`src/rtl/sram_bus_arbiter_pkg.sv`:
```
// Shared encodings for the two-master SRAM-like bus arbiter.
package sram_bus_arbiter_pkg;

  localparam int unsigned STATE_W = 2;

  // Transaction phase of the shared slave port.
  typedef enum logic [STATE_W-1:0] {
    ST_IDLE = 2'd0,
    ST_ADDR = 2'd1,
    ST_DATA = 2'd2
  } state_t;

  // Owner / winner encoding.
  localparam logic OWN_INST = 1'b0;
  localparam logic OWN_DATA = 1'b1;

endpackage

```
`src/rtl/sram_bus_arbiter_pick.sv`:
```
// Combinational winner select between the inst and data channels.
// Ports:
//   inst_req, data_req : active requests
//   last_owner         : channel granted at the previous address accept
//   rr_en              : 1 = round-robin on ties, 0 = data over inst
//   winner             : OWN_INST / OWN_DATA
module arb_pick
  import sram_bus_arbiter_pkg::*;
(
  input  logic inst_req,
  input  logic data_req,
  input  logic last_owner,
  input  logic rr_en,
  output logic winner
);

  always_comb begin
    winner = OWN_INST;
    if (rr_en && inst_req && data_req) begin
      // Tie: favour whoever was not granted last time.
      winner = ~last_owner;
    end else if (data_req) begin
      winner = OWN_DATA;
    end
  end

endmodule

```
`src/rtl/sram_bus_arbiter.sv`:
```
// Shares one SRAM-like slave port between the IF (inst) and MEM (data)
// channels, one outstanding transaction at a time.
// Build option: define SRAM_ARB_RR_EN for round-robin tie breaking;
// otherwise data has fixed priority over inst.
// Ports:
//   clk, rst                         : clock, async active-high reset
//   inst_req/addr, inst_*_ok, rdata  : IF channel
//   data_req/wr/wstrb/addr/wdata,
//   data_*_ok, data_rdata            : MEM channel
//   mem_req/wr/wstrb/addr/wdata,
//   mem_addr_ok/data_ok/rdata        : slave port
module sram_bus_arbiter
  import sram_bus_arbiter_pkg::*;
#(
  parameter int unsigned ADDR_W = 32,
  parameter int unsigned DATA_W = 32
) (
  input  logic                clk,
  input  logic                rst,
  input  logic                inst_req,
  input  logic [ADDR_W-1:0]   inst_addr,
  output logic                inst_addr_ok,
  output logic                inst_data_ok,
  output logic [DATA_W-1:0]   inst_rdata,
  input  logic                data_req,
  input  logic                data_wr,
  input  logic [DATA_W/8-1:0] data_wstrb,
  input  logic [ADDR_W-1:0]   data_addr,
  input  logic [DATA_W-1:0]   data_wdata,
  output logic                data_addr_ok,
  output logic                data_data_ok,
  output logic [DATA_W-1:0]   data_rdata,
  output logic                mem_req,
  output logic                mem_wr,
  output logic [DATA_W/8-1:0] mem_wstrb,
  output logic [ADDR_W-1:0]   mem_addr,
  output logic [DATA_W-1:0]   mem_wdata,
  input  logic                mem_addr_ok,
  input  logic                mem_data_ok,
  input  logic [DATA_W-1:0]   mem_rdata
);

  localparam int unsigned STRB_W = DATA_W / 8;

  state_t state, state_nxt;
  logic   owner, owner_nxt;
  logic   winner;
  logic   sel;
  logic   last_owner;
  logic   rr_en;

`ifdef SRAM_ARB_RR_EN
  // Remembers the channel granted at the most recent address accept.
  always_ff @(posedge clk or posedge rst) begin
    if (rst) begin
      last_owner <= OWN_DATA;
    end else if (mem_req && mem_addr_ok) begin
      last_owner <= sel;
    end
  end
  assign rr_en = 1'b1;
`else
  assign last_owner = OWN_DATA;
  assign rr_en      = 1'b0;
`endif

  arb_pick u_pick (
    .inst_req   (inst_req),
    .data_req   (data_req),
    .last_owner (last_owner),
    .rr_en      (rr_en),
    .winner     (winner)
  );

  // In IDLE the live winner drives the slave; afterwards the grant is locked.
  assign sel = (state == ST_IDLE) ? winner : owner;

  // Slave request fields; the inst channel never writes.
  assign mem_addr   = (sel == OWN_DATA) ? data_addr  : inst_addr;
  assign mem_wr     = (sel == OWN_DATA) ? data_wr    : 1'b0;
  assign mem_wstrb  = (sel == OWN_DATA) ? data_wstrb : STRB_W'(0);
  assign mem_wdata  = (sel == OWN_DATA) ? data_wdata : DATA_W'(0);

  // Read data is shared; only the owner's data_ok qualifies it.
  assign inst_rdata = mem_rdata;
  assign data_rdata = mem_rdata;

  // State and owner registers.
  always_ff @(posedge clk or posedge rst) begin
    if (rst) begin
      state <= ST_IDLE;
      owner <= OWN_INST;
    end else begin
      state <= state_nxt;
      owner <= owner_nxt;
    end
  end

  // Next-state, request and handshake routing.
  always_comb begin
    state_nxt    = state;
    owner_nxt    = owner;
    mem_req      = 1'b0;
    inst_addr_ok = 1'b0;
    data_addr_ok = 1'b0;
    inst_data_ok = 1'b0;
    data_data_ok = 1'b0;
    case (state)
      ST_IDLE: begin
        mem_req = inst_req | data_req;
        if (mem_req) begin
          owner_nxt    = winner;
          inst_addr_ok = mem_addr_ok && (winner == OWN_INST);
          data_addr_ok = mem_addr_ok && (winner == OWN_DATA);
          state_nxt    = mem_addr_ok ? ST_DATA : ST_ADDR;
        end
      end
      ST_ADDR: begin
        mem_req      = 1'b1;
        inst_addr_ok = mem_addr_ok && (owner == OWN_INST);
        data_addr_ok = mem_addr_ok && (owner == OWN_DATA);
        if (mem_addr_ok) begin
          state_nxt = ST_DATA;
        end
      end
      ST_DATA: begin
        if (mem_data_ok) begin
          inst_data_ok = (owner == OWN_INST);
          data_data_ok = (owner == OWN_DATA);
          state_nxt    = ST_IDLE;
        end
      end
      default: begin
        state_nxt = ST_IDLE;
      end
    endcase
  end

endmodule

```
`config.mk`:
```
export PLATFORM = sky130hd
export DESIGN_NAME = sram_bus_arbiter
export DESIGN_NICKNAME = d
export VERILOG_FILES = /design/src/rtl/sram_bus_arbiter_pkg.sv /design/src/rtl/sram_bus_arbiter_pick.sv /design/src/rtl/sram_bus_arbiter.sv
export SDC_FILE = /design/constraint.sdc
export NUM_CORES = 1
export LEC_CHECK = 0
export ABC_AREA = 1
export ABC_CLOCK_PERIOD_IN_PS = 1600
export CORE_AREA = 2 2 107 109
export DETAILED_ROUTE_END_ITERATION = 7
export DIE_AREA = 0 0 109 111
export PLACE_DENSITY = 0.61
export SLEW_MARGIN = 20
export SYNTH_ARGS = -nofsm -noshare
export SYNTH_HDL_FRONTEND = slang
export SYNTH_HIERARCHICAL = 1
export SYNTH_SLANG_ARGS = --single-unit
```
`constraint.sdc`:
```
create_clock -name clk -period 1.6 [get_ports clk]
set_input_delay 0.16 -clock clk [delete_from_list [all_inputs] [get_ports clk]]
set_output_delay 0.16 -clock clk [all_outputs]
set_load 0.02 [all_outputs]
```
# [After elaboration in Yosys (flattened, before gate mapping)]
# Index checks and enable logic that the tools add are counted.
[totals] ff_bits=3 in_bits=139 output_inout_bits=138 wordCells=37
[op_classes] eq_ne=5 mux=20 bitwise_logic=3 n_reduce_logical=7
[ops] operator="32-bit 2-to-1 mux" n=2
[ops] operator="1-bit 2-to-1 mux" n=9
[ops] operator="2-bit 2-to-1 mux" n=4
[ops] operator="1-bit case mux with 2 select lines" n=3
[ops] operator="2-bit case mux with 3 select lines" n=1
[ops] operator="1-bit logical AND" n=4
[ops] operator="4-bit 2-to-1 mux" n=1
[ops] operator="2-bit inequality test, second input constant" n=2
[ops] operator="3-bit AND reduction" n=1
[ops] operator="2-bit by 1-bit equality test with 1-bit output, second input constant" n=1
[ops] operator="2-bit equality test, second input constant" n=1
[ops] operator="2-bit logical NOT" n=1
[ops] operator="2-bit by 1-bit inequality test with 1-bit output, second input constant" n=1
[ops] operator="1-bit inverter" n=2
[ops] operator="2-bit AND reduction" n=1
[ops] operator="1-bit OR" n=1

# [Longest topological paths before layout]
# Gate-level depths: netlist (run 1).
[depth] word_depth=5 depth_mapped=8 mapped_depth_nobuf=7

# [Hierarchy]
# Netlist (run 1), hierarchy kept.
[by_module_without_submodules] mod="sram_bus_arbiter" n_inst=1 cells_per_inst=292 area_each_um2=1674.1 seq_area_each_um2=75.1
[by_module_without_submodules] mod="arb_pick" n_inst=1 cells_per_inst=3 area_each_um2=12.5 seq_area_each_um2=0.0

# [Worst setup path after synthesis (run 1)]
# Ideal clock, no wire load.
[synth_timing] path_type="register to output" start="register state[0]" end="output port mem_wdata[11]" arrival_time_ns=1.200 required_ns=1.440 path_slack_ns=0.240 path_stages_with_launch=7 n_path_buf=1 cell_sequence="dfrtp_1 inv_1 nand2_2 nand2_4 nand2_8 buf_8 nor2_1"
[synth_between] elab_chain_len=3
[synth_lines] element="start: declaration" line="sram_bus_arbiter.sv:45" rtl="state_t state, state_nxt;"
[synth_lines] element="start signal: assignment" line="sram_bus_arbiter.sv:94" rtl="state <= state_nxt;"
[synth_lines] element="2-bit logical NOT" line="sram_bus_arbiter.sv:76" rtl="assign sel = (state == ST_IDLE) ? winner : owner;"
[synth_lines] element="1-bit 2-to-1 mux" line="sram_bus_arbiter.sv:76"
[synth_lines] element="32-bit 2-to-1 mux" line="sram_bus_arbiter.sv:82" rtl="assign mem_wdata = (sel == OWN_DATA) ? data_wdata : DATA_W'(0);"
[synth_lines] element="end: declaration" line="sram_bus_arbiter.sv:37" rtl="output logic [DATA_W-1:0] mem_wdata,"
# No other way between the ends.

# [Final worst setup path (run 1)]
[layout_timing] start="register state[0]" end="output port mem_wdata[0]"
# The elaborated chain is that of the path after synthesis.

==> results of run 1 <==
[layout make-up]
type | count | area share [%]
multi-input combinational | 171 | 30.1
inverter | 48 | 4.69
clock buffer | 4 | 2.05
sequential | 3 | 1.99
tap | 143 | 4.65
timing repair buffer | 210 | 56.5
[kinds of logic after synthesis]
| family | count (synthesis) | share of synthesized area, % |
|---|---|---|
| other cells | 2 | 0.445 |
| simple gates | 160 | 45.8 |
| flops | 3 | 4.45 |
| compound gates | 3 | 0.890 |
| buf+inv | 127 | 48.4 |
[timing repair]
action | in CTS | in global routing
gates resized for setup | 387 | 100
setup buffers | 6 | 4
setup endpoints to repair | 74 | 72
cloned | 5 | 3
pin swaps | 3 | 9
[state kept, by name, indices dropped and copies added (netlist names)]
signal	flops
state	2
owner	1
[layer usage]
layer / vias to the layer above / GRT usage [%] / part of all wire, %
met5: - / 0 / 0
met4: 0 / 2.31 / 1.1
met3: 10 / 3.35 / 10
met2: 130 / 19.9 / 50
met1: 1016 / 12.7 / 39
li1: 1121 / - / -
[per-stage QoR]
stage | hold slack (ps) | worst slack, ps
5_1_grt | 141 | -157
3_5_place_dp | 320 | -518
4_1_cts | 115 | -129
2_1_floorplan | -86.4 | 240
6_report | 109 | -104
3_3_place_gp | 320 | -511
[power by group through the flow]
| stage | combinational (mW) | clock [mW] | sequential [mW] |
|---|---|---|---|
| after CTS | 3.68 | 0.398 | 0.120 |
| after global routing | 4.47 | 0.406 | 0.131 |
| after detailed placement | 3.23 | 0 | 0.120 |
| after global placement | 3.20 | 0 | 0.119 |
| after floorplan | 2.01 | 0 | 0.122 |
| final | 4.20 | 0.389 | 0.127 |
[cell usage in the layout (no fill, tap or decap)]
cell type          n
nor2_4            18
dlygate4sd2_1      1
dfrtp_1            2
nor2_2            15
nor3_1             2
nand3_2           16
nand4_1            2
nand2_2           10
buf_2             10
buf_6             57
clkbuf_1           1
buf_4             24
nand2_8            7
nand3_1           51
nand2_1           33
conb_1             2
nor2_1             8
a21oi_1            1
clkdlybuf4s50_1  105
dfrtp_2            1
buf_12             9
nand2_4            4
clkbuf_16          5
inv_1             46
inv_2              2
o21ai_0            2
clkbuf_2           2
[worst min path at each step]
stage | start | end | slack (ps) | cells after the start
3_5_place_dp | mem_rdata[14] | data_rdata[14] | 320 | 0
6_report | rst | owner | 110 | 2
4_1_cts | rst | state[1] | 120 | 2
5_1_grt | rst | owner | 140 | 2
2_1_floorplan | rst | owner | -90 | 1
3_3_place_gp | mem_rdata[14] | data_rdata[14] | 320 | 0
==> flow_summary.toml, run 1 <==
[floorplan]
coreArea_um2 = 11100
fp.dieH_um = 111
die_w_um = 109
die_area_um2 = 12100
rows = 39
initial_core_util_pct = 15.2
pin_count = 277

[pwr]
leakage_nw = 1.89
sw_frac_of_total_pct = 49.3
p_int_mw = 2.39
powerDensity_nw_per_um2 = 1230
combinationalPowerShare_pct = 89.0
pwr-share-clk_pct = 8.2
p_seq_share_pct = 2.7
p_sw_mw = 2.32
ir_worst_vdd_mv = 0.446
fin_total_pwr_mw = 4.71

[timing]
finalCritPeriodShare_pct = 107
layout_min_cycle_time_ps = 1700
finClkSkew_ps = 0.479
setup_violations = 53
hold_viol = 0
slew_viol_final = 0
fmax_mhz = 587
setup_slack_ps = -104
fin_setup_tns_ps = -1740
rsz0062_at_grt = "yes"

[synthesis]
synth_top_area_cell = "buf_4"
syn_area_um2 = 1690
synth_cell_types = 20
syn_area_per_cell_um2 = 5.72
yosysWarnings = 6
synth_cells = 295
netlist_top_cells_count = "buf_4 (67), nand3_1 (67), inv_1 (48)"
synth_top_cells_by_area = "buf_4 (30%), nand3_1 (20%), inv_1 (11%), nand2_1 (9.3%), nor2_1 (5.8%)"
ys_seq_area_share_pct = 4.45
ys_async_sr_fraction_pct = 100
synthFlopType = "dfrtp_1"
synth_top_area_share_pct = 29.8
synth_edf_count = 0
syn-num-nets = 434
ys_ff_latch = 3

[clocking]
clockBufferDepth = 2
root_buffer = "clkbuf_16"
cts_tree = "built"
hold_buffers = 0
clkSinkCount = 3
cts_buffers = 3
clk_pin_slew_ps = 30
htree_levels = 1
clock_latency_ps = 220

[setup_path]
r2r_slack_ps = 340
crit_family = "buffers and inverters"
r2r-end = "owner"
critical_path.cell_chain = "buf_6 > nor2_4 > nand2_4 > buf_12 > nand2_8 > buf_6 > nor2_4 > buf_6"
crit_top_cell = "buf_6"
critical_path.endpoint = "mem_wdata[0]"
crit_type = "reg -> out"
crit_buf_inv = 4
worstReg2RegStart = "state[0]"
required_ps = 1440
critPathMaxStageDelay_ps = 390
path_depth = 8
slowest_stage = "dfrtp_1"
worstPathArrival_ps = 1540
setup.worst_path.start = "state[0]"
worstRegToRegCells = 7
cp-start-kind = "flop"
crit_fanout = 8
crit_path_end_kind = "output pin"

[run]
drv_cap = 0

[layout]
fin_cells = 579
drive_gt1_share_pct = 41.3
final_area_um2 = 3840
area_growth_pct = 128
regArea_um2 = 76.3
layout.nets = 576
fillers = 1194
multi_input_area_um2 = 1160
utilization_pct = 34.7
diodes = 0

[placement]
place_congestion = 0.762
io_buffers = 180
placedCellCount = 557
place_hpwl_um = 5140
placed_cell_area_um2 = 3220

[routing]
drt_wl_total_um = 7820
num_vias = 2277
vias_per_cell = 3.93
route.detailed.wl_per_inst_um = 13.5
ant_nets = 0
drcViolationCount = 0
firstDrtPassIters = 5
drtIter0Drc = 71

[global_route]
grt_pass1_vias = 2219
grt_max_degree = 33
antenna_found_initial = 0
gr-total-overflow = 0
track_usage_pct = 11.1
grt_pass1_wl_um = 10800

[status]
status = "finished, violations left"
failed_checks = "setup timing"

[min_path]
hold_class = "in -> async"
Power figures use the tool's default switching activity.
==> run 2: changes to the inputs <==
Settings changed: CELL_PAD_IN_SITES_DETAIL_PLACEMENT set to 1, CELL_PAD_IN_SITES_GLOBAL_PLACEMENT set to 2, CORE_AREA 2 2 107 109 to not set, CORE_ASPECT_RATIO set to 1.75, CORE_MARGIN set to 2, CORE_UTILIZATION set to 10, CTS_CLUSTER_SIZE set to 20, DIE_AREA 0 0 109 111 to not set, PLACE_DENSITY 0.61 to 0.95.
==> run 2 against run 1 <==
  * The flow still finishes with violations (setup timing)
  * Wire length up 33%
  * Count of clock-buffer cells in the layout unchanged
  * Die area up 48%
  * Register-to-register slack worse by 120 ps
  * Hold slack better by 46 ps
  * Critical path type unchanged
  * Critical endpoint is now mem_wdata[10]
==> flow_summary.toml, run 2 (synthesized netlist as in run 1, its figures left out) <==
[layout]
final_area_um2 = 4220
top_register = "state"
mostFrequentLayoutCells = "clkdlybuf4s50_1 (106), buf_6 (59), inv_1 (44)"
layout.nets = 580
reg_top3 = "state: 2 flops, owner: 1 flops"
final_common_cell = "clkdlybuf4s50_1"
drive_gt1_share_pct = 48.0
largest_reg_flops = 2
area_growth_pct = 150
diodes = 0
fillers = 1939

[global_route]
busiest_layer = "met2"
met1_usage_pct = 7.51
antenna_found_initial = 0
track_usage_pct = 9.79
gr-total-overflow = 0
use_met2_pct = 20.1
grt_pass1_vias = 2438
use_met3_pct = 2.79
grt_max_degree = 23
grt_pass1_wl_um = 13000

[pwr]
powerDensity_nw_per_um2 = 1220
leakage_nw = 2.01
pwr-share-clk_pct = 8.0
p_int_mw = 2.70
p_seq_share_pct = 2.6
p_sw_mw = 2.44
combinationalPowerShare_pct = 89.3
sw_frac_of_total_pct = 47.5
ir_worst_vdd_mv = 0.406

[floorplan]
die_w_um = 102
rows = 62
coreArea_um2 = 16400
initial_core_util_pct = 10.3
die_area_um2 = 18000
fp.dieH_um = 176
pin_count = 277

[placement]
place_congestion = 0.723
placed_cell_area_um2 = 3430
io_buffers = 180
place_hpwl_um = 7510

[routing]
drtIter0Drc = 40
route.detailed.wl_per_inst_um = 15.7
drcViolationCount = 0
num_vias = 2416
firstDrtPassIters = 4
ant_nets = 0
vias_per_cell = 3.64
drt_wl_total_um = 10400

[timing]
fmax_mhz = 581
slew_viol_final = 0
finalCritPeriodShare_pct = 108
setup_slack_ps = -121
setup_violations = 66
finClkSkew_ps = 1.18
fin_hold_ws_ps = 155
rsz0062_at_grt = "yes"
layout_min_cycle_time_ps = 1720
hold_viol = 0

[setup_path]
worstPathArrival_ps = 1560
r2r_slack_ps = 220
critical_path.endpoint = "mem_wdata[10]"
required_ps = 1440
worstRegToRegCells = 7
crit_type = "reg -> out"
r2r-end = "owner"
crit_fanout = 5
cp-start-kind = "flop"
setup.worst_path.start = "state[0]"
worstReg2RegStart = "state[1]"
crit_path_end_kind = "output pin"

[clocking]
root_buffer = "clkbuf_16"
cts_buffers = 3
clock_latency_ps = 230
htree_levels = 1
hold_buffers = 0
clk_pin_slew_ps = 30
clockBufferDepth = 2
clkSinkCount = 3
cts_tree = "built"

[min_path]
hold_class = "in -> async"

[status]
failed_checks = "setup timing"
status = "finished, violations left"

[run]
drv_cap = 0
==> run 2: repair_timing <==
item | 4_1_cts | 5_1_grt
pin swaps | 9 | 40
cloned | 3 | 5
setup endpoints to repair | 74 | 72
buffers inserted | 6 | 1
gates resized for setup | 429 | 96
==> run 2: worst min path at each step <==
stage	cells after the start	start	slack [ps]	to
finish	2	rst	150	owner
global placement	0	mem_rdata[5]	320	data_rdata[5]
CTS	2	rst	160	state[1]
floorplan	1	rst	-90	owner
detailed placement	0	mem_rdata[5]	320	data_rdata[5]
global route	2	rst	170	owner
==> run 2: worst max-delay path: stages, from the launching register on <==
cell     delay [ps]
dfrtp_1         410
inv_2           100
nand2_4          90
nand2_8         130
nand2_8         100
buf_6           150
buf_12          120
nor2_4           90
buf_6           120
==> run 2: layout make-up <==
type                       instances  area (um^2)  share of cell area (%)
timing repair buffer             219         2380                    56.5
multi-input combinational        166         1220                    28.9
inverter                          48          180                    4.27
sequential                         3         76.3                    1.81
clock buffer                       4         78.8                    1.87
tap                              224          280                    6.64
==> run 2: power by group through the flow <==
stage               clock [mW]  sequential [mW]  combinational (mW)
CTS                      0.414            0.136                4.03
finish                   0.412            0.136                4.59
global placement             0            0.124                3.47
global route             0.425            0.140                4.86
detailed placement           0            0.124                3.50
floorplan                    0            0.122                2.01
==> run 2: stage by stage <==
step / power (mW) / setup slack, ps / utilization [%] / std cells / setup TNS (ps)
after detailed placement: 3.63 / -541 / 20.8 / 646 / -33290
after global placement: 3.59 / -572 / 20.8 / 646 / -35240
after floorplan: 2.13 / 240 / - / 295 / 0
after global routing: 5.42 / -186 / 25.7 / 664 / -9000
final: 5.14 / -121 / 25.7 / 664 / -3590
after CTS: 4.58 / -109 / 22.7 / 658 / -2380
==> run 2: routing by layer <==
layer	up-vias	part of all wire [%]	routed length [um]
met5	-	0	0
met4	0	4.4	458
met3	39	10	1040
met2	160	58	6100
met1	1089	27	2830
li1	1128	-	-
==> run 3: changes to the inputs <==
Settings changed: GPL_TIMING_DRIVEN set to 0, SLEW_MARGIN 20 to not set.
==> run 3 against run 2 <==
  * The run still ends with setup timing left
  * Fmax decreased by 3.2%
  * Die area unchanged
  * Clock power decreased by 2%
  * Combinational power shrank 6.1%
  * Cell area up 15%
  * Critical endpoint is now mem_addr[19]
  * Non-clock buffer count up 116
  * Via count is 16% higher
  * Sequential power about the same
  * Final cell count grew 18%
  * Critical path type unchanged
  * Register-to-register slack improved by 310 ps
  * Wire length rose by 6.9%
==> flow_summary.toml, run 3 (synthesized netlist as in run 1, its figures left out) <==
[routing]
firstDrtPassIters = 4
ant_nets = 0
drtIter0Drc = 38
drt_wl_total_um = 11100
num_vias = 2792
drcViolationCount = 0
vias_per_cell = 3.57
route.detailed.wl_per_inst_um = 14.3

[floorplan]
rows = 62
initial_core_util_pct = 10.3
fp.dieH_um = 176
die_area_um2 = 18000
die_w_um = 102
pin_count = 277
coreArea_um2 = 16400

[pwr]
powerDensity_nw_per_um2 = 1000
p_int_mw = 2.45
leakage_nw = 2.36
p_seq_share_pct = 2.8
ir_worst_vdd_mv = 0.481
combinationalPowerShare_pct = 88.9
pwr-share-clk_pct = 8.3
p_sw_mw = 2.40
sw_frac_of_total_pct = 49.5

[global_route]
grt_pass1_vias = 2819
track_usage_pct = 10.8
gr-total-overflow = 0
antenna_found_initial = 0
grt_pass1_wl_um = 14800
grt_max_degree = 11

[placement]
io_buffers = 244
post-place-ws_ps = -782
place_hpwl_um = 9150
placedCellCount = 763
place_congestion = 0.759

[clocking]
clockBufferDepth = 2
htree_levels = 1
clkSinkCount = 3
clock_latency_ps = 220
cts_tree = "built"
clk_pin_slew_ps = 30
root_buffer = "clkbuf_16"
cts_buffers = 3

[timing]
setup_violations = 67
hold_viol = 0
finClkSkew_ps = 2.01
fin_hold_ws_ps = 150
fmax_mhz = 562
finalCritPeriodShare_pct = 111
layout_min_cycle_time_ps = 1780
slew_viol_final = 0
setup_slack_ps = -178
rsz0062_at_grt = "yes"

[setup_path]
crit_type = "reg -> out"
crit_path_end_kind = "output pin"
required_ps = 1440
critPathMaxStageDelay_ps = 440
slowest_stage = "dfrtp_2"
cp-start-kind = "flop"
crit_top_cell = "buf_12"
worstPathArrival_ps = 1620
critical_path.cell_chain = "nor2_4 > buf_12 > nand2_8 > buf_12 > buf_12 > nand3_4 > nand2_2 > buf_6"
crit_fanout = 5

[layout]
fin_cells = 781
drive_gt1_share_pct = 39.5
top_register = "state"
area_growth_pct = 187
layout.nets = 697
final_common_cell = "clkdlybuf4s50_1"
diodes = 0
largest_reg_flops = 2
mostFrequentLayoutCells = "clkdlybuf4s50_1 (169), buf_4 (71), nand3_1 (61)"
reg_top3 = "state: 2 flops, owner: 1 flops"
utilization_pct = 29.4

[min_path]
hold_class = "in -> async"

[status]
failed_checks = "setup timing"
status = "finished, violations left"

[run]
drv_cap = 0
run 3: metrics by stage:
stage	instance area [um^2]	power, mW	TNS, ps
finish	4840	4.84	-7430
global route	4840	5.16	-12720
CTS	4430	4.32	-7550
detailed placement	4410	3.95	-42440
global placement	4410	3.91	-42320
floorplan	1690	2.13	0
run 3: routing by layer:
layer / wire, um / share of wire [%] / vias to the layer above / global-route usage [%]
met5: 0 / 0 / - / 0
met2: 6620 / 59 / 167 / 23.7
met3: 999 / 9.0 / 4 / 2.07
met4: 86 / 0.77 / 0 / 1.72
met1: 3440 / 31 / 1253 / 9.51
li1: - / - / 1368 / -
run 3: final timing paths:
kind	startpoint	to	slack, ps	cells after the start
min in group clk	data_req	state[1]	450	5
max in group asynchronous	rst	state[1]	1300	2
min reg2reg	owner	owner	640	2
max reg2reg	state[1]	owner	530	4
max	state[1]	mem_addr[19]	-180	8
min	rst	owner	150	2
run 3: final cells by class:
class                      instances  area (um^2)
timing repair buffer             256         2530
multi-input combinational        167         1010
buffer                            79          687
clock buffer                       4         78.8
inverter                          48          180
fill                            2036        11600
tap                              224          280
sequential                         3         76.3
run 3: power by group through the flow:
| stage | Combinational [mW] | Sequential, mW | Clock [mW] |
|---|---|---|---|
| 2_1_floorplan | 2.01 | 0.122 | 0 |
| 3_3_place_gp | 3.78 | 0.131 | 0 |
| 3_5_place_dp | 3.81 | 0.131 | 0 |
| 4_1_cts | 3.78 | 0.134 | 0.407 |
| 5_1_grt | 4.60 | 0.139 | 0.420 |
| 6_report | 4.31 | 0.133 | 0.403 |
run 3: worst max-delay path, delay by kind of cell (launching register included):
family                 cells  cell delay (ps)
and+or+nand+nor            4              410
buffers and inverters      4              530
DFF                        1              440
run 3: what timing repair did:
action,CTS,global route
gates cloned,1,5
endpoints found under the hold margin,0,0
pin swaps,4,8
hold buffers,0,0
setup buffers,6,3
gates resized for setup,345,94
setup endpoints to repair,74,73
